==> src/rtl/display_scan_ctrl.sv <==
// display_scan_ctrl: sequencer for a 4-digit multiplexed hex display.
// Walks the enabled digits in ascending order. Each digit gets an all-off
// blanking gap followed by a lit period. The 16-bit value and the dp mask
// are snapshotted once per frame so a digit never shows a half-updated word.
module display_scan_ctrl #(
    parameter int REFRESH_DIV  = 100000,  // cycles each digit stays lit (>= 1)
    parameter int BLANK_CYCLES = 1000,    // all-off cycles before each digit
    parameter int CNT_W        = 17       // 2^CNT_W > max(REFRESH_DIV, BLANK_CYCLES)
) (
    input  logic        clk,
    input  logic        reset_n,
    input  logic        enable,
    input  logic [3:0]  digit_en,
    input  logic [15:0] value,
    input  logic [3:0]  dp_in,
    output logic [1:0]  contador,
    output logic [3:0]  nibble,
    output logic        dp,
    output logic [3:0]  AN,
    output logic        frame_tick
);

    typedef enum logic [1:0] {
        IDLE  = 2'd0,
        BLANK = 2'd1,
        ON    = 2'd2
    } state_t;

    // Terminal counts. The blanking terminal is only used when a gap exists.
    localparam logic [CNT_W-1:0] ON_LAST    = CNT_W'(REFRESH_DIV - 1);
    localparam logic [CNT_W-1:0] BLANK_LAST =
        CNT_W'((BLANK_CYCLES > 0) ? BLANK_CYCLES - 1 : 0);
    localparam bit HAS_BLANK = (BLANK_CYCLES > 0);

    state_t           state;
    logic [CNT_W-1:0] cnt;
    logic [15:0]      shadow;
    logic [3:0]       shadow_dp;

    // Lowest set bit of the mask (0 for an empty mask; callers never pass one).
    function automatic logic [1:0] lowest_idx(input logic [3:0] mask);
        lowest_idx = 2'd0;
        for (int i = 3; i >= 0; i--) begin
            if (mask[i]) lowest_idx = 2'(i);
        end
    endfunction

    // Next enabled index strictly above cur, wrapping to the lowest enabled one.
    function automatic logic [1:0] next_idx(input logic [1:0] cur,
                                            input logic [3:0] mask);
        next_idx = lowest_idx(mask);
        for (int i = 3; i >= 0; i--) begin
            if (mask[i] && (i > int'(cur))) next_idx = 2'(i);
        end
    endfunction

    function automatic logic [3:0] one_hot(input logic [1:0] idx);
        one_hot = 4'b0001 << idx;
    endfunction

    function automatic logic [3:0] pick_nibble(input logic [15:0] word,
                                               input logic [1:0]  idx);
        pick_nibble = word[{idx, 2'b00} +: 4];
    endfunction

    // Scan FSM: state, cycle counter, frame shadow and all registered outputs.
    always_ff @(posedge clk) begin
        // NOTE: state and outputs use non-blocking assignments so every register
        // samples the pre-edge values; blocking here would chain updates within
        // one edge and break the simulation/synthesis match.
        if (!reset_n) begin
            state      <= IDLE;
            cnt        <= '0;
            contador   <= 2'd0;
            nibble     <= 4'd0;
            dp         <= 1'b0;
            AN         <= 4'd0;
            frame_tick <= 1'b0;
            shadow     <= 16'd0;
            shadow_dp  <= 4'd0;
        end else if (!enable || (digit_en == 4'd0)) begin
            // Go dark immediately; contador (and its nibble/dp) is held.
            state      <= IDLE;
            cnt        <= '0;
            AN         <= 4'd0;
            frame_tick <= 1'b0;
        end else begin
            frame_tick <= 1'b0;
            case (state)
                IDLE: begin
                    // Start of a fresh frame at the lowest enabled digit.
                    shadow     <= value;
                    shadow_dp  <= dp_in;
                    frame_tick <= 1'b1;
                    contador   <= lowest_idx(digit_en);
                    nibble     <= pick_nibble(value, lowest_idx(digit_en));
                    dp         <= dp_in[lowest_idx(digit_en)];
                    cnt        <= '0;
                    if (HAS_BLANK) begin
                        state <= BLANK;
                        AN    <= 4'd0;
                    end else begin
                        state <= ON;
                        AN    <= one_hot(lowest_idx(digit_en));
                    end
                end

                BLANK: begin
                    // Anodes off; contador/nibble/dp already show the next digit.
                    if (cnt == BLANK_LAST) begin
                        state <= ON;
                        cnt   <= '0;
                        AN    <= one_hot(contador);
                    end else begin
                        cnt <= cnt + CNT_W'(1);
                    end
                end

                ON: begin
                    if (cnt == ON_LAST) begin
                        cnt      <= '0;
                        contador <= next_idx(contador, digit_en);
                        if (next_idx(contador, digit_en) <= contador) begin
                            // Wrap: the new frame's snapshot is taken together
                            // with the index update so the first digit is coherent.
                            shadow     <= value;
                            shadow_dp  <= dp_in;
                            frame_tick <= 1'b1;
                            nibble     <= pick_nibble(value, next_idx(contador, digit_en));
                            dp         <= dp_in[next_idx(contador, digit_en)];
                        end else begin
                            nibble     <= pick_nibble(shadow, next_idx(contador, digit_en));
                            dp         <= shadow_dp[next_idx(contador, digit_en)];
                        end
                        if (HAS_BLANK) begin
                            state <= BLANK;
                            AN    <= 4'd0;
                        end else begin
                            state <= ON;
                            AN    <= one_hot(next_idx(contador, digit_en));
                        end
                    end else begin
                        cnt <= cnt + CNT_W'(1);
                    end
                end

                default: begin
                    state <= IDLE;
                    cnt   <= '0;
                    AN    <= 4'd0;
                end
            endcase
        end
    end

endmodule

==> config.mk <==
export PLATFORM = sky130hd
export DESIGN_NAME = display_scan_ctrl
export DESIGN_NICKNAME = d
export VERILOG_FILES = /design/src/rtl/display_scan_ctrl.sv
export SDC_FILE = /design/constraint.sdc
export NUM_CORES = 1
export LEC_CHECK = 0
export CORE_UTILIZATION = 45
export CTS_CLUSTER_DIAMETER = 50
export DETAILED_ROUTE_END_ITERATION = 12
export PLACE_DENSITY = 0.67
export SYNTH_ARGS = -nofsm -noshare
export SYNTH_HDL_FRONTEND = slang
export SYNTH_SLANG_ARGS = --single-unit
export TNS_END_PERCENT = 30
==> constraint.sdc <==
create_clock -name clk -period 3.75 [get_ports clk]
set_input_delay 0.9375 -clock clk [delete_from_list [all_inputs] [get_ports clk]]
set_output_delay 0.9375 -clock clk [all_outputs]
set_load 0.1 [all_outputs]
* Word-level counts from Yosys, hierarchy flattened *
Index checks and enable logic that the tools add are counted.

word-level totals
  register bits = 51
  input port bits = 27
  output and inout bits = 12
  word-level logic and storage cells = 97

operators by class
  $add $sub $neg = 1
  $lt $le $gt $ge = 7
  equal/unequal tests = 7
  shifts and indexed selects = 4
  multiplexer cells = 55
  bitwise gates (word level) = 2
  reduce and logical (&&, ||, !) cells = 12

operator list
  operator               number
  $mux 2                 26
  $shiftx 16x5->4        3
  $mux 17                2
  $pmux 17 s2            1
  $mux 16                2
  $pmux 16 s2            1
  $mux 4                 6
  $pmux 4 s2             3
  $add 17x1->17 const B  1
  $eq 17x10->1 const B   1
  $eq 17x17->1 const B   1
  $lt 2x3->1 const B     3
  $mux 1                 7
  $bmux 1 s2             3
  $ne 2x2->1 const B     3
  $pmux 2 s3             1
  $gt 2x2->1 const A     2
  $logic_not 4->1        1
  $pmux 1 s2             2
  $pmux 2 s2             1
  $reduce_and 4->1       1
  $shl 1x2->4 const A    1
  $logic_and 1x1->1      3
  $reduce_and 3->1       1
  11 further kinds       12

* Logic depth before layout (Yosys ltp) *
Gate-level depths: netlist of the first run.

  depth after elaboration = 22
  gate-level depth with buffers = 12
  gate-level depth less buffers = 10

* Least setup slack after synthesis of the first run *
Ideal clock, no wire load.

  kind = reg-to-reg
  start point = register contador[1]
  end point = register nibble[1]
  library setup time = 123 ps
  arrival = 3165 ps
  required time = 3627 ps
  slack = 462 ps
  cell stages (with the launch flop) = 13
  path buffers = 2
  period minus slack after synthesis = 3288 ps
  cells stage by stage = dfxtp_1 buf_4 nand2b_1 a21oi_1 o21ai_2 clkinv_1 ha_1 o32ai_4 o21ai_4 buf_6 mux2_4 a221oi_2 a21oi_1

between the ends
  word-level cells in the longest chain between the ends = 14
  elaborated cells between the ends (all ways) = 29
  those cells by class = order compare: 4; shift: 2; mux: 20; reduce/logical: 3

RTL lines
  what                      line  text
  start: declaration        16    output logic [1:0] contador,
  start signal: assignment  95    contador <= lowest_idx(digit_en);
  start signal: assignment  122   contador <= next_idx(contador, digit_en);
  $gt 2x2->1                -
  $logic_and 1x1->1         -
  $mux 2 (3 in series)      53    if (mask[i] && (i > int'(cur))) next_idx = 2'(i);
  $mux 2                    123   if (next_idx(contador, digit_en) <= contador) begin
  $mux 2                    120   if (cnt == ON_LAST) begin
  $mux 2                    89    case (state)
  $mux 2                    81    end else if (!enable || (digit_en == 4'd0)) begin
  $mux 2                    71    if (!reset_n) begin
  $shiftx 16x5->4           63    pick_nibble = word[{idx, 2'b00} +: 4];
  $mux 4 *                  123
  $mux 4 *                  120
  $pmux 4 s2 *              89
  end signal: assignment    96    nibble <= pick_nibble(value, lowest_idx(digit_en));
  end signal: assignment    129   nibble <= pick_nibble(value, next_idx(contador, digit_en));
  end signal: assignment    132   nibble <= pick_nibble(shadow, next_idx(contador, digit_en));
  end: declaration          17    output logic [3:0] nibble,

Mark *: on every way between the ends. The rest lies on a longest branch, timed or not. The select of a mux whose other input is x is not followed.
A chain may end at the register's enable or synchronous reset.

* Final worst setup path of the first run *
  start point = input digit_en[3]
  end point = register nibble[3]

between the ends
  word-level cells in the longest chain between the ends = 16
  elaborated cells between the ends (all ways) = 36
  those cells by class = order compare: 1; shift: 3; mux: 27; bitwise: 1; reduce/logical: 4

RTL lines
  what                  line  text
  start: declaration    13    input logic [3:0] digit_en,
  $mux 2 (4 in series)  44    if (mask[i]) lowest_idx = 2'(i);
  $mux 2 (3 in series)  53
  $mux 2                123
  $mux 2                120
  $mux 2                89
  $mux 2                81
  $mux 2                71
  $shiftx 16x5->4       63
  $mux 4                123
  $mux 4                120
  $pmux 4 s2            89

Several ways; a longest one is shown, not always the timed one. The select of a mux whose other input is x is not followed.

==> summary.txt, run 1 <==
Pwr
  – Tot Pwr: 1416 uW
  – Clock share of power: 0.323
  – VDD IR max: 0.0001547 V
  – Combinational fraction of design power: 0.263
  – Sequential power share: 0.414
  – Switch share: 0.3059
  – Internal Pwr Total: 982.5 uW
  – Switch Pwr: 433.0 uW
  – PD cells: 391.5 nW/um^2
  – Leak: 0.001280 uW

Finish
  – Commonest non-fill, non-tap cell in the layout: dfxtp_1
  – P&R area growth vs syn: 19.42%
  – Share of layout cells above drive strength 1: 0.1228
  – Cell area after layout: 3616 um^2
  – Antenna diodes: 0
  – Fin nets: 423
  – Fillers: 586
  – Most frequent cells in the layout: 51 x dfxtp_1, 36 x clkdlybuf4s50_1, 34 x nor2_1

Min path
  – Hold Path End: cnt[0]
  – Min-delay src: cnt[0]
  – HP Class: flip-flop to flip-flop
  – Hold Crit Depth: 1

Floorplanning
  – Initial Util: 0.4715
  – Die ar.: 7061 um^2
  – Core area: 6422 um^2
  – Num rows: 29
  – Die Ht: 84.03 um
  – # IOs: 39
  – Die width: 84.03 um

Critical path
  – Startpoint types: input pin
  – Path depth of the worst reg2reg path: 11
  – Reg-to-Reg End: shadow_dp[1]
  – Crit path max fanout: 17
  – R2R Setup Slk: 1.10 ns
  – WP data arrival: 3.45 ns
  – Reg-to-reg startpoint: contador[1]
  – Worst Path Required: 3.94 ns
  – Worst setup EP type: flip-flop
  – Crit Path Class: input pin to flip-flop

Placement
  – Place WS: 0.1954 ns
  – Post-detail-place hpwl: 5354 um
  – Count of input and output buffers: 38
  – Routability Congestion: 0.9227
  – Cell area after placement: 3480 um^2

Global routing
  – GR Layer Usage met1: 0.3384
  – First-pass GRT wire length: 12,990 um
  – GRT Util Overall: 0.2282
  – Vias in the first global route: 2,611
  – Remaining Overflow, GRT: 0
  – Met3 Usage GRT: 0.03066
  – Largest net degree at the start of global routing: 30
  – Antenna violations before repair: 0
  – GR peak layer: met2
  – GRT met2 Usage: 0.3443

Synthesis
  – Post-synth cell types: 61
  – Syn. warnings: 0
  – Main synth FF type: dfxtp_1
  – FFs w/ async S/R, synth: 0
  – Synth Register Bits: 51
  – Mean Syn Cell Area: 8.553 um^2
  – Sequential area share after synthesis: 0.3372
  – Net Count, Synth: 387
  – Syn Inst Count: 354
  – EDFF count, synth: 0
  – Synthesized cell area: 3028 um^2

Clock tree
  – CTS tree: done
  – Clock sink total: 51
  – CTS H-tree lvls: 2
  – Num CTS Buffers: 5
  – Post-CTS setup buffer count: 0
  – Clock buffer depth: 2
  – Clk_lat worst skew: 0.31 ns
  – Clock transition at path regs: 0.09 ns
  – Clock root buffer: clkbuf_8
  – Hold-fix buffers, CTS: 0
  – CTS resizes: 0

Detailed routing
  – Vias: 2,739
  – Initial DRT Pass Iterations: 8
  – Antenna-violating nets left: 0
  – Via/cell ratio: 5.853
  – DRC Markers: 6
  – Drt wl/cell: 16.33 um
  – Routed WL: 7643 um
  – Iteration-0 DRC Markers: 245

Timing
  – Worst-margin pin slew: 0.9868 ns
  – Fin crit share: 0.8691
  – Final Setup Violations: 0
  – Final Hold Vio Count: 0
  – Fin crit period: 3.259 ns
  – RSZ-0062 raised after global routing: false
  – Worst hold slack: 0.4510 ns
  – Setup TNS: 0 ns
  – Pins Over Slew Limit: 0
  – Max_slew headroom: 0.3401
  – Final WS setup: 0.4909 ns
  – Max Fclk: 306.8 MHz
  – Clock Skews: 0.008593 ns

Flow run
  – Maxcap violations: 0

Run status
  – Failing checks: design-rule violations
  – Status: finished, violations left
[metrics by stage]
stage | utilization | cells
2_1_floorplan | - | 354
3_3_place_gp | 0.5418 | 460
3_5_place_dp | 0.5418 | 460
4_1_cts | 0.5630 | 468
5_1_grt | 0.5630 | 468
6_report | 0.5630 | 468
[state kept, by name (all words and copies together), names as in the netlist]
name / cells
nibble: 4
state: 2
dp: 1
contador: 2
frame_tick: 1
shadow_dp: 4
cnt: 17
shadow: 16
AN: 4
[worst max-delay path by stage]
stage / start / end / depth (start not counted)
floorplan: contador[1] / nibble[1] / 12
global placement: digit_en[3] / nibble[3] / 11
detailed placement: digit_en[3] / nibble[0] / 11
CTS: digit_en[3] / nibble[1] / 11
global route: digit_en[3] / shadow[3] / 12
finish: digit_en[3] / nibble[3] / 11
[logic make-up after synthesis]
| family | synth area share |
|---|---|
| AOI/OAI and AO/OA | 0.2211 |
| xor gates and xnor gates | 0.04339 |
| adders and majority gates | 0.02479 |
| buffers and inverters | 0.05620 |
| DFF | 0.3372 |
| muxes | 0.1012 |
| and+or+nand+nor | 0.2161 |
[Yosys cell counts (3+ instances only)]
cell      number  area (um^2)
ha_1           6        75.07
mux2i_1       10        100.1
nand4_1        4        25.02
or3_1          3        18.77
nand2_1       25        93.84
a31oi_1        6        37.54
a21oi_1       11        55.05
nor2_1        34        127.6
o21ai_0       30        150.1
mux2_2        10        112.6
a21boi_0      17        127.6
nor3b_1        3        22.52
dfxtp_1       51         1021
buf_2         10        50.05
nor2b_1        3        18.77
xor2_1         8        70.07
nand3_1       28        140.1
nand2b_1       6        37.54
xnor2_1        7        61.31
inv_1          9        33.78
nor3_1        11        55.05
a21boi_1       3        22.52
buf_6          3        33.78
clkbuf_1       7        26.28
[critical path, cell delays in order]
cell,delay [ns]
clkdlybuf4s50_1,0.49
nor2b_1,0.25
a21oi_1,0.08
o21ai_2,0.14
clkinv_1,0.10
ha_1,0.32
o32ai_4,0.11
o21ai_4,0.26
mux4_1,0.62
nand2_1,0.08
a31oi_1,0.06
[per-layer routing]
metal  vias up  wire length [um]
met3         7               425
met1      1309              3775
met5         -                 0
met4         0                72
li1       1351                 -
met2        72              3369
[power groups by stage]
stage,logic [uW],registers [uW],clock network [uW]
floorplan,211,655,0
global placement,364,598,0
detailed placement,370,598,0
CTS,371,585,466
global route,400,589,488
finish,373,586,457
[layout make-up]
type	instances	area, um^2	share of cell area
tap	77	96.34	0.02664
timing repair buffer	51	473.0	0.1308
clock buffer	5	68.82	0.01903
multi-input combinational	269	1844	0.5100
inverter	12	45.04	0.01246
clock inverter	3	67.56	0.01869
sequential	51	1021	0.2824
No activity file was read; power rests on OpenSTA's default activity.
==> run 2, diff against run 1 <==
- CORE_MARGIN: unset -> 5
- CORE_UTILIZATION: 45 -> 40
- PLACE_DENSITY: 0.67 -> unset
==> summary.txt, run 2 (synthesis results as in run 1) <==
Run status
  – Status: complete, no violations

Critical path
  – Worst Path Required: 3.98 ns (+0.04 ns)
  – Crit path buffers/inverters: 3 (+1)
  – CP delay by family, top: compound AO/OA/AOI/OAI gates
  – Crit Path Class: input pin to flip-flop
  – Startpoint types: input pin
  – Worst path cell trace: clkdlybuf4s50_1, nor2b_1, a21oi_1, o21ai_2, clkinv_1, ha_1, o32ai_4, o21ai_4, a31oi_1, buf_4, o21ai_0, a21boi_0
  – WP data arrival: 3.49 ns (+0.04 ns)
  – Slowest stage cell, crit path: clkdlybuf4s50_1
  – Critical path's largest stage delay: 0.50 ns (-0.12 ns)
  – Worst setup EP type: flip-flop
  – Crit path max fanout: 17 (unchanged)

Detailed routing
  – M1 WL: 3951 um (+4.7%)
  – Max Used Layer: met4
  – Drt wl/cell: 16.35 um (+0.11%)
  – DRC Markers: 0 (-6)
  – Met3 WL: 473 um (+11%)
  – Via/cell ratio: 5.610 (-4.1%)
  – Antenna-violating nets left: 0 (unchanged)
  – Vias: 2,760 (+0.77%)
  – Initial DRT Pass Iterations: 4 (-4)
  – Iteration-0 DRC Markers: 164 (-33%)
  – Met2 routed WL: 3508 um (+4.1%)
  – Routed WL: 8044 um (+5.2%)

Global routing
  – GRT Util Overall: 0.1700 (-0.05819)
  – Remaining Overflow, GRT: 0 (unchanged)
  – Vias in the first global route: 2,578 (-1.3%)
  – First-pass GRT wire length: 13,440 um (+3.5%)
  – Largest net degree at the start of global routing: 30 (unchanged)
  – Antenna violations before repair: 0 (unchanged)

Clock tree
  – CTS resizes: 0 (unchanged)
  – Clock buffer depth: 2 (unchanged)
  – CTS H-tree lvls: 2 (unchanged)
  – Num CTS Buffers: 5 (unchanged)
  – Clock root buffer: clkbuf_8
  – Post-CTS setup buffer count: 0 (unchanged)
  – Hold-fix buffers, CTS: 0 (unchanged)
  – CTS tree: done
  – Clk_lat worst skew: 0.30 ns (about the same)
  – Clock transition at path regs: 0.09 ns (about the same)
  – Clock sink total: 51 (unchanged)

Finish
  – Most frequent cells in the layout: 51 x dfxtp_1, 36 x clkdlybuf4s50_1, 34 x nor2_1
  – Fin nets: 425 (+0.47%)
  – Cell area after layout: 3640 um^2 (+0.66%)
  – Largest regs: cnt x17, shadow x16
  – Commonest non-fill, non-tap cell in the layout: dfxtp_1
  – Share of layout cells above drive strength 1: 0.1272 (+0.004464)
  – Fillers: 717 (+22%)
  – Largest register FFs: 17 (unchanged)
  – P&R area growth vs syn: 20.21%
  – Antenna diodes: 0 (unchanged)
  – Most flop-heavy register: cnt

Floorplanning
  – Num rows: 31 (+6.9%)
  – Initial Util: 0.4130 (-0.05842)
  – Die width: 97.01 um (+15%)
  – Die ar.: 9410 um^2 (+33%)
  – # IOs: 39 (unchanged)
  – Die Ht: 97.01 um (+15%)
  – Core area: 7331 um^2 (+14%)

Timing
  – Max_slew headroom: 0.3472 (+0.007104)
  – Clock Skews: 0.005059 ns (-0.003533 ns)
  – Max Fclk: 306.8 MHz (about the same)
  – Fin crit period: 3.260 ns (+0.0007690 ns)
  – Pins Over Slew Limit: 0 (unchanged)
  – Setup TNS: 0 ns (unchanged)
  – RSZ-0062 raised after global routing: false
  – Worst-margin pin slew: 0.9762 ns (-0.01062 ns)
  – Final Setup Violations: 0 (unchanged)
  – Fin crit share: 0.8693 (about the same)
  – Final Hold Vio Count: 0 (unchanged)

Pwr
  – PD cells: 373.8 nW/um^2 (-4.5%)
  – Leak: 0.001287 uW (+0.56%)
  – VDD IR max: 0.0001465 V (-5.4%)

Placement
  – Routability Congestion: 0.8116 (-12%)
  – Cell area after placement: 3522 um^2 (+1.2%)
  – Post-detail-place hpwl: 5788 um (+8.1%)
  – Count of input and output buffers: 38 (unchanged)

Flow run
  – Maxcap violations: 0 (unchanged)

Min path
  – HP Class: flip-flop to flip-flop
[run 2: cell count changes in the layout (fill, tap and decap cells not counted)]
cell,delta
buf_4,+2
bufinv_16,-1
clkbuf_8,+1
clkinv_2,+1
clkinvlp_4,-1
[run 2: worst reg2reg max path, delay by kind of cell, from the launching register on]
family                     cells  cell delay, ns
DFF                            1            0.58
AOI/OAI and AO/OA              7            1.26
buffers and inverters          2            0.30
muxes                          1            0.23
adders and majority gates      1            0.24
[run 2: metal layers]
metal,vias up,track usage
met5,-,0
met4,0,0.04536
met3,10,0.03453
met2,90,0.2495
met1,1309,0.2510
li1,1351,-
[run 2: report_power, final]
group | internal [uW] | leakage [uW] | total (uW) | switching (uW)
Sequential | 567 | 0.000416 | 585 | 18.8
Combinational | 152 | 0.000810 | 376 | 224
Clock | 216 | 0.0000612 | 400 | 184
Total | 935 | 0.00129 | 1360 | 426
[run 2: cell type report]
type / instances / area (um^2) / share of cell area
clock buffers: 6 / 82.58 / 0.02269
repair buffers: 53 / 488.0 / 0.1341
inverters: 12 / 45.04 / 0.01238
flip-flops and latches: 51 / 1021 / 0.2805
well taps: 99 / 123.9 / 0.03403
clock inverters: 2 / 35.03 / 0.009625
multi-input cells: 269 / 1844 / 0.5067
[run 2: worst paths after layout]
kind | start | end | slack (ns) | cells after the start
worst max-delay path | digit_en[3] | shadow[9] | 0.49 | 12
worst min-delay path | AN[1] | AN[1] | 0.45 | 2
worst max register to register | contador[1] | shadow[9] | 1.10 | 11
worst min register to register | AN[1] | AN[1] | 0.45 | 2
[run 2: per-stage QoR]
step / cells / utilization / setup WS (ns) / hold WS [ns] / power (uW)
floorplan: 354 / - / 0.4624 / 0.4175 / 865.5
global placement: 484 / 0.4805 / 0.2638 / 0.4286 / 969.6
detailed placement: 484 / 0.4805 / 0.1790 / 0.4438 / 971.9
CTS: 492 / 0.4965 / 0.4869 / 0.4581 / 1374
global route: 492 / 0.4965 / 0.2694 / 0.4713 / 1434
finish: 492 / 0.4965 / 0.4901 / 0.4515 / 1361
==> run 3, diff against run 2 <==
- HOLD_SLACK_MARGIN: unset -> 0.05
==> results of run 3 <==
No change in the layout: final DEF, timing and power equal those of run 2.
==> RTL edit 1, RTL diff (flow settings as in run 2) <==
Change the parameter `CNT_W` from 17 to 13.
--- a/src/rtl/display_scan_ctrl.sv
+++ b/src/rtl/display_scan_ctrl.sv
@@ -5,7 +5,7 @@
 module display_scan_ctrl #(
     parameter int REFRESH_DIV  = 100000,  // cycles each digit stays lit (>= 1)
     parameter int BLANK_CYCLES = 1000,    // all-off cycles before each digit
-    parameter int CNT_W        = 17       // 2^CNT_W > max(REFRESH_DIV, BLANK_CYCLES)
+    parameter int CNT_W        = 13       // 2^CNT_W > max(REFRESH_DIV, BLANK_CYCLES)
 ) (
     input  logic        clk,
     input  logic        reset_n,
Check against the original RTL: same outputs for any inputs over 10 cycles, from zero or initial values and one cycle with reset_n low; that may be too few to reach the edited logic, so the function may still have changed.
==> RTL edit 1 against run 2 <==
- routed wire length down 14%
- design area down 4.9%
- sequential cell count down 4
- critical path depth up 1
- clock power down 9.8%
- fmax down 7.4%
- area after synthesis down 7.2%
- total power down 3.1%
- global-route usage down 0.51 points
- sequential power down 6.5%
- worst setup slack worse by 260 ps
- via count down 14%
- sequential share of layout area down 0.86 points
- largest cell class unchanged
==> RTL edit 1: results (changes against run 2) <==
[cells_and_area]
ff_latch_area_sq_um=941  ; -7.8%
layout-drive-gt1-share_pct=13.0  ; +0.30 points
biggestRegsByFlops=shadow (16), cnt (13)
count_of_fill_cells_added_during_filler_insertion=701  ; -2.2%

[pwr]
p_leak_nw=1.35  ; +5.1%
irDropWorstVdd_mv=0.144  ; -1.8%

[place]
placed_area_sq_mm=0.00335  ; -4.8%
pre_cts_ws_ps=-117  ; -296 ps
gp_routability_congestion=0.852  ; +5.0%

[sta]
slew-limit-headroom_pct=35.0  ; +0.28 points
final_period_minus_worst_setup_slack_ps=3520  ; +261 ps
timing.clock.skew_ps=10.4  ; +5.31 ps

[status]
result_of_the_run=finished clean

[global_route]
global_route_total_usage_across_every_layer_pct=16.5  ; -0.51 points

[synthesis]
yosys-top-cells-area=dfxtp_1 33%, mux2i_1 12%, nor2_1 6.0%
ys_types=64  ; +4.9%
synth_sequential_area_ratio_pct=33.5  ; -0.24 points
synth_top_cells_by_count=47 x dfxtp_1, 45 x nor2_1, 35 x mux2i_1, 19 x nand2_1, 14 x nand3_1

[worst_setup_path]
crit-reg2reg-capture=nibble[1]$_SDFFE_PN0P_
worstRegToRegCells=12  ; +1
worstPathArrival_ps=3750  ; +260 ps

[hold_path]
min_delay_worst_endpoint=cnt[0]$_SDFF_PP0_
timing.hold.worst.start=cnt[0]$_SDFF_PP0_

[routing]
first_iter_violations=125  ; -24%
post_drt_wl_per_cell_um=15.1  ; -7.5%
detail_route.wirelength_um=6920  ; -14%

[RTL edit 1: cell types whose count changed in the layout (fill, tap and decap cells not counted), moves of 6 or more]
cell	delta
mux2i_1	+25
o21ai_0	-21
a21boi_0	-17
nand3_1	-14
nor2_1	+11
nor3_1	-10
mux2_2	-7
nand2_1	-6
[RTL edit 1: power breakdown]
group	total, W	switching [W]	leakage (nW)	internal [W]
logic	0.000411	0.000231	0.918	0.000179
registers	0.000547	0.0000218	0.384	0.000525
clock network	0.000361	0.000165	0.0513	0.000196
total	0.00132	0.000418	1.35	0.000900
[RTL edit 1: layout make-up]
| class | instances | area share, % |
|---|---|---|
| inverter | 10 | 1.08 |
| clock buffer | 6 | 2.10 |
| clock inverter | 1 | 0.868 |
| timing repair buffer | 58 | 15.5 |
| sequential | 47 | 27.2 |
| tap | 96 | 3.47 |
| multi-input combinational | 239 | 49.7 |
[RTL edit 1: logic make-up (layout without fill, tap and decap cells)]
kind of cell	Yosys count	in the layout	synth area share, %
and+or+nand+nor	120	120	22.8
buffers and inverters	27	75	5.39
xor gates and xnor gates	11	11	3.43
AOI/OAI and AO/OA	63	63	17.8
adders and majority gates	6	6	2.67
DFF	47	47	33.5
muxes	39	39	14.5
[RTL edit 1: worst max-delay path, cell delays in order]
cell and delay [ps]:
clkdlybuf4s50_1 530, nor2b_2 210, a21oi_1 50, o221ai_1 220, inv_1 100, ha_1 330, or3_1 370, o31ai_2 110
a21oi_2 140, buf_4 200, mux2i_1 120, a211o_1 300, a31oi_1 130
[RTL edit 1: routing by layer]
layer | routed length (um) | GRT usage, % | vias up
li1 | - | - | 1209
met1 | 3340 | 22.8 | 1105
met2 | 3130 | 25.7 | 54
met3 | 378 | 3.37 | 6
met4 | 70 | 5.17 | 0
met5 | 0 | 0 | -
==> RTL edit 2, RTL diff (config.mk and constraints of run 2) <==
Without the edit above. Register the input `digit_en` before use, without a reset. The logic sees it one clock later. The other inputs are not delayed to match.
--- a/src/rtl/display_scan_ctrl.sv
+++ b/src/rtl/display_scan_ctrl.sv
@@ -31,6 +31,12 @@
     localparam logic [CNT_W-1:0] BLANK_LAST =
         CNT_W'((BLANK_CYCLES > 0) ? BLANK_CYCLES - 1 : 0);
     localparam bit HAS_BLANK = (BLANK_CYCLES > 0);
+
+    logic [3:0] digit_en_q;
+
+    always_ff @(posedge clk) begin
+        digit_en_q <= digit_en;
+    end
 
     state_t           state;
     logic [CNT_W-1:0] cnt;
@@ -78,7 +84,7 @@
             frame_tick <= 1'b0;
             shadow     <= 16'd0;
             shadow_dp  <= 4'd0;
-        end else if (!enable || (digit_en == 4'd0)) begin
+        end else if (!enable || (digit_en_q == 4'd0)) begin
             // Go dark immediately; contador (and its nibble/dp) is held.
             state      <= IDLE;
             cnt        <= '0;
@@ -92,16 +98,16 @@
                     shadow     <= value;
                     shadow_dp  <= dp_in;
                     frame_tick <= 1'b1;
-                    contador   <= lowest_idx(digit_en);
-                    nibble     <= pick_nibble(value, lowest_idx(digit_en));
-                    dp         <= dp_in[lowest_idx(digit_en)];
+                    contador   <= lowest_idx(digit_en_q);
+                    nibble     <= pick_nibble(value, lowest_idx(digit_en_q));
+                    dp         <= dp_in[lowest_idx(digit_en_q)];
                     cnt        <= '0;
                     if (HAS_BLANK) begin
                         state <= BLANK;
                         AN    <= 4'd0;
                     end else begin
                         state <= ON;
-                        AN    <= one_hot(lowest_idx(digit_en));
+                        AN    <= one_hot(lowest_idx(digit_en_q));
                     end
                 end
 
@@ -119,25 +125,25 @@
                 ON: begin
                     if (cnt == ON_LAST) begin
                         cnt      <= '0;
-                        contador <= next_idx(contador, digit_en);
-                        if (next_idx(contador, digit_en) <= contador) begin
+                        contador <= next_idx(contador, digit_en_q);
+                        if (next_idx(contador, digit_en_q) <= contador) begin
                             // Wrap: the new frame's snapshot is taken together
                             // with the index update so the first digit is coherent.
                             shadow     <= value;
                             shadow_dp  <= dp_in;
                             frame_tick <= 1'b1;
-                            nibble     <= pick_nibble(value, next_idx(contador, digit_en));
-                            dp         <= dp_in[next_idx(contador, digit_en)];
+                            nibble     <= pick_nibble(value, next_idx(contador, digit_en_q));
+                            dp         <= dp_in[next_idx(contador, digit_en_q)];
                         end else begin
-                            nibble     <= pick_nibble(shadow, next_idx(contador, digit_en));
-                            dp         <= shadow_dp[next_idx(contador, digit_en)];
+                            nibble     <= pick_nibble(shadow, next_idx(contador, digit_en_q));
+                            dp         <= shadow_dp[next_idx(contador, digit_en_q)];
                         end
                         if (HAS_BLANK) begin
                             state <= BLANK;
                             AN    <= 4'd0;
                         end else begin
                             state <= ON;
-                            AN    <= one_hot(next_idx(contador, digit_en));
+                            AN    <= one_hot(next_idx(contador, digit_en_q));
                         end
                     end else begin
                         cnt <= cnt + CNT_W'(1);
Function: changed (a bounded check fails within 4 cycles, from zero or initial values and one cycle with reset_n low).
==> RTL edit 2 against run 2 <==
- area after synthesis shrank 3.2%
- total power is 4.6% lower
- routed wire length shrank 9.2%
- sequential cell count increased by 4
- global-route usage fell by 0.60 points
- worst setup slack improved by 220 ps
- critical path depth decreased by 2
- clock power decreased by 15%
- hold slack improved by 0.89 ps
- highest routed layer unchanged
- design area decreased by 4.4%
==> RTL edit 2: results (changes against run 2) <==
[sta]
timing.clock.skew_ps=8.86  ; +3.80 ps
tightest_slew_ps=978  ; +2.07 ps

[pwr]
p_leak_nw=1.19  ; -7.3%
switching_share_pct=33.5  ; +2.1 points
irDropWorstVdd_mv=0.148  ; +1.1%

[worst_setup_path]
critPathLaunch=digit_en_q[2]$_DFF_P_
r2r-start=digit_en_q[2]$_DFF_P_
worst_path_largest_cell_delay_ps=590  ; +90 ps
cp_max_fo=10  ; -7
slowest_stage=dfxtp_1
worstPathArrival_ps=3280  ; -210 ps

[synthesis]
synth_sequential_area_ratio_pct=37.6  ; +3.8 points
synth.net_count=395  ; +2.1%
synthesis.instances=362  ; +2.3%
synth_top_cells_by_count=55 x dfxtp_1, 48 x nand2_1, 36 x nand3_1, 34 x nor2_1, 28 x a21oi_1
ys_types=53  ; -13%
yosys-top-cells-area=dfxtp_1 38%, nand3_1 6.1%, nand2_1 6.1%

[place]
gp_routability_congestion=0.885  ; +9.1%
place.detailed.hpwl_um=5300  ; -8.5%
port-buffer-count=38  ; unchanged
placed_area_sq_mm=0.00338  ; -3.9%
dpl.cell_count=483  ; -0.21%

[clock_network]
cts_max_level=2  ; unchanged
numCtsBuffers=5  ; unchanged
post_cts.resized_instances=0  ; unchanged
clkTransAtPathRegs_ps=110  ; +20 ps
clock_latency_ps=310
clockRootBuffer=clkbuf_8
cts_setup_buffers=0  ; unchanged
cts-root-to-sink-buffers=2  ; unchanged

[cells_and_area]
layout-drive-gt1-share_pct=7.91  ; -4.8 points
biggestRegsByFlops=cnt (17), shadow (16)
net_count_of_the_finished_layout=424  ; -0.24%
n_antenna_cell=0  ; unchanged

[routing]
detail_route.wirelength_um=7300  ; -9.2%
vias_per_cell=5.50  ; -1.9%
first_iter_violations=180  ; +9.8%
dr_total_vias=2701  ; -2.1%

[global_route]
initial_antenna_violation_count=0  ; unchanged
first_global_vias=2437  ; -5.5%
global_route_total_usage_across_every_layer_pct=16.4  ; -0.60 points
grt_pass1_wl_um=11800  ; -12%
grt_start_max_net_pins=36  ; +20%

[status]
result_of_the_run=finished clean

[hold_path]
worst_hold_path_type=flip-flop to flip-flop
timing.hold.worst.start=AN[0]$_SDFFE_PP0P_

==> RTL edit 2: cell count changes in the layout (fill, tap and decap cells not counted), moves of 4 or more <==
cell      change
nand2_1      +23
buf_4        -10
mux2_2        -8
dfxtp_1       +4
a21boi_0     -16
a211oi_1      +7
o21ai_0      -23
mux2i_1       +4
nand3_1       +8
a21oi_1      +17
nor3_1        -8
==> RTL edit 2: worst paths after layout <==
path | slack (ps) | to | cells past startpoint
worst max-delay path | 710 | nibble[2]$_SDFFE_PN0P_ | 10
worst min-delay path | 450 | AN[0]$_SDFFE_PP0P_ | 2
worst max register to register | 710 | nibble[2]$_SDFFE_PN0P_ | 10
worst min register to register | 450 | AN[0]$_SDFFE_PP0P_ | 2
==> RTL edit 2: critical path, delay by kind of cell, from the launching register on <==
family	cells	cell delay [ps]
simple gates	3	590
fa+ha+maj	1	210
compound gates	6	1560
flops	1	590
==> RTL edit 2: metal layers <==
layer | part of all wire, % | track usage [%]
met5 | 0 | 0
met4 | 1.8 | 5.57
met3 | 5.7 | 3.63
met2 | 44 | 24.4
met1 | 48 | 23.3
==> RTL edit 2: power by group through the flow <==
stage	clock [W]	combinational [W]	sequential [W]
floorplan	0	0.000169	0.000705
global placement	0	0.000319	0.000652
detailed placement	0	0.000321	0.000652
CTS	0.000358	0.000321	0.000638
global route	0.000375	0.000348	0.000643
finish	0.000340	0.000320	0.000639
==> RTL edit 2: area by class of cell <==
type                    count  area (sq um)
inverters                   9          33.8
fillers                   679          3700
repair buffers             43           413
flip-flops and latches     55          1100
clock inverters             3          25.0
well taps                  99           124
clock buffers               5          68.8
multi-input cells         277          1710
==> RTL edit 2: logic make-up after synthesis <==
family	Yosys count	share of synthesized area [%]
buffers and inverters	30	4.40
XOR/XNOR	15	4.48
AO/OA/AOI/OAI	75	17.1
adder cells (fa/ha/maj)	6	2.56
multiplexers	17	6.32
flip-flops	55	37.6
AND/OR/NAND/NOR	164	27.6
==> RTL edit 2: stage by stage <==
step / utilization (%) / setup WS (ps)
2_1_floorplan: - / 34.5
3_3_place_gp: 47.2 / 772
3_5_place_dp: 47.2 / 746
4_1_cts: 48.5 / 736
5_1_grt: 48.5 / 414
6_report: 48.5 / 709
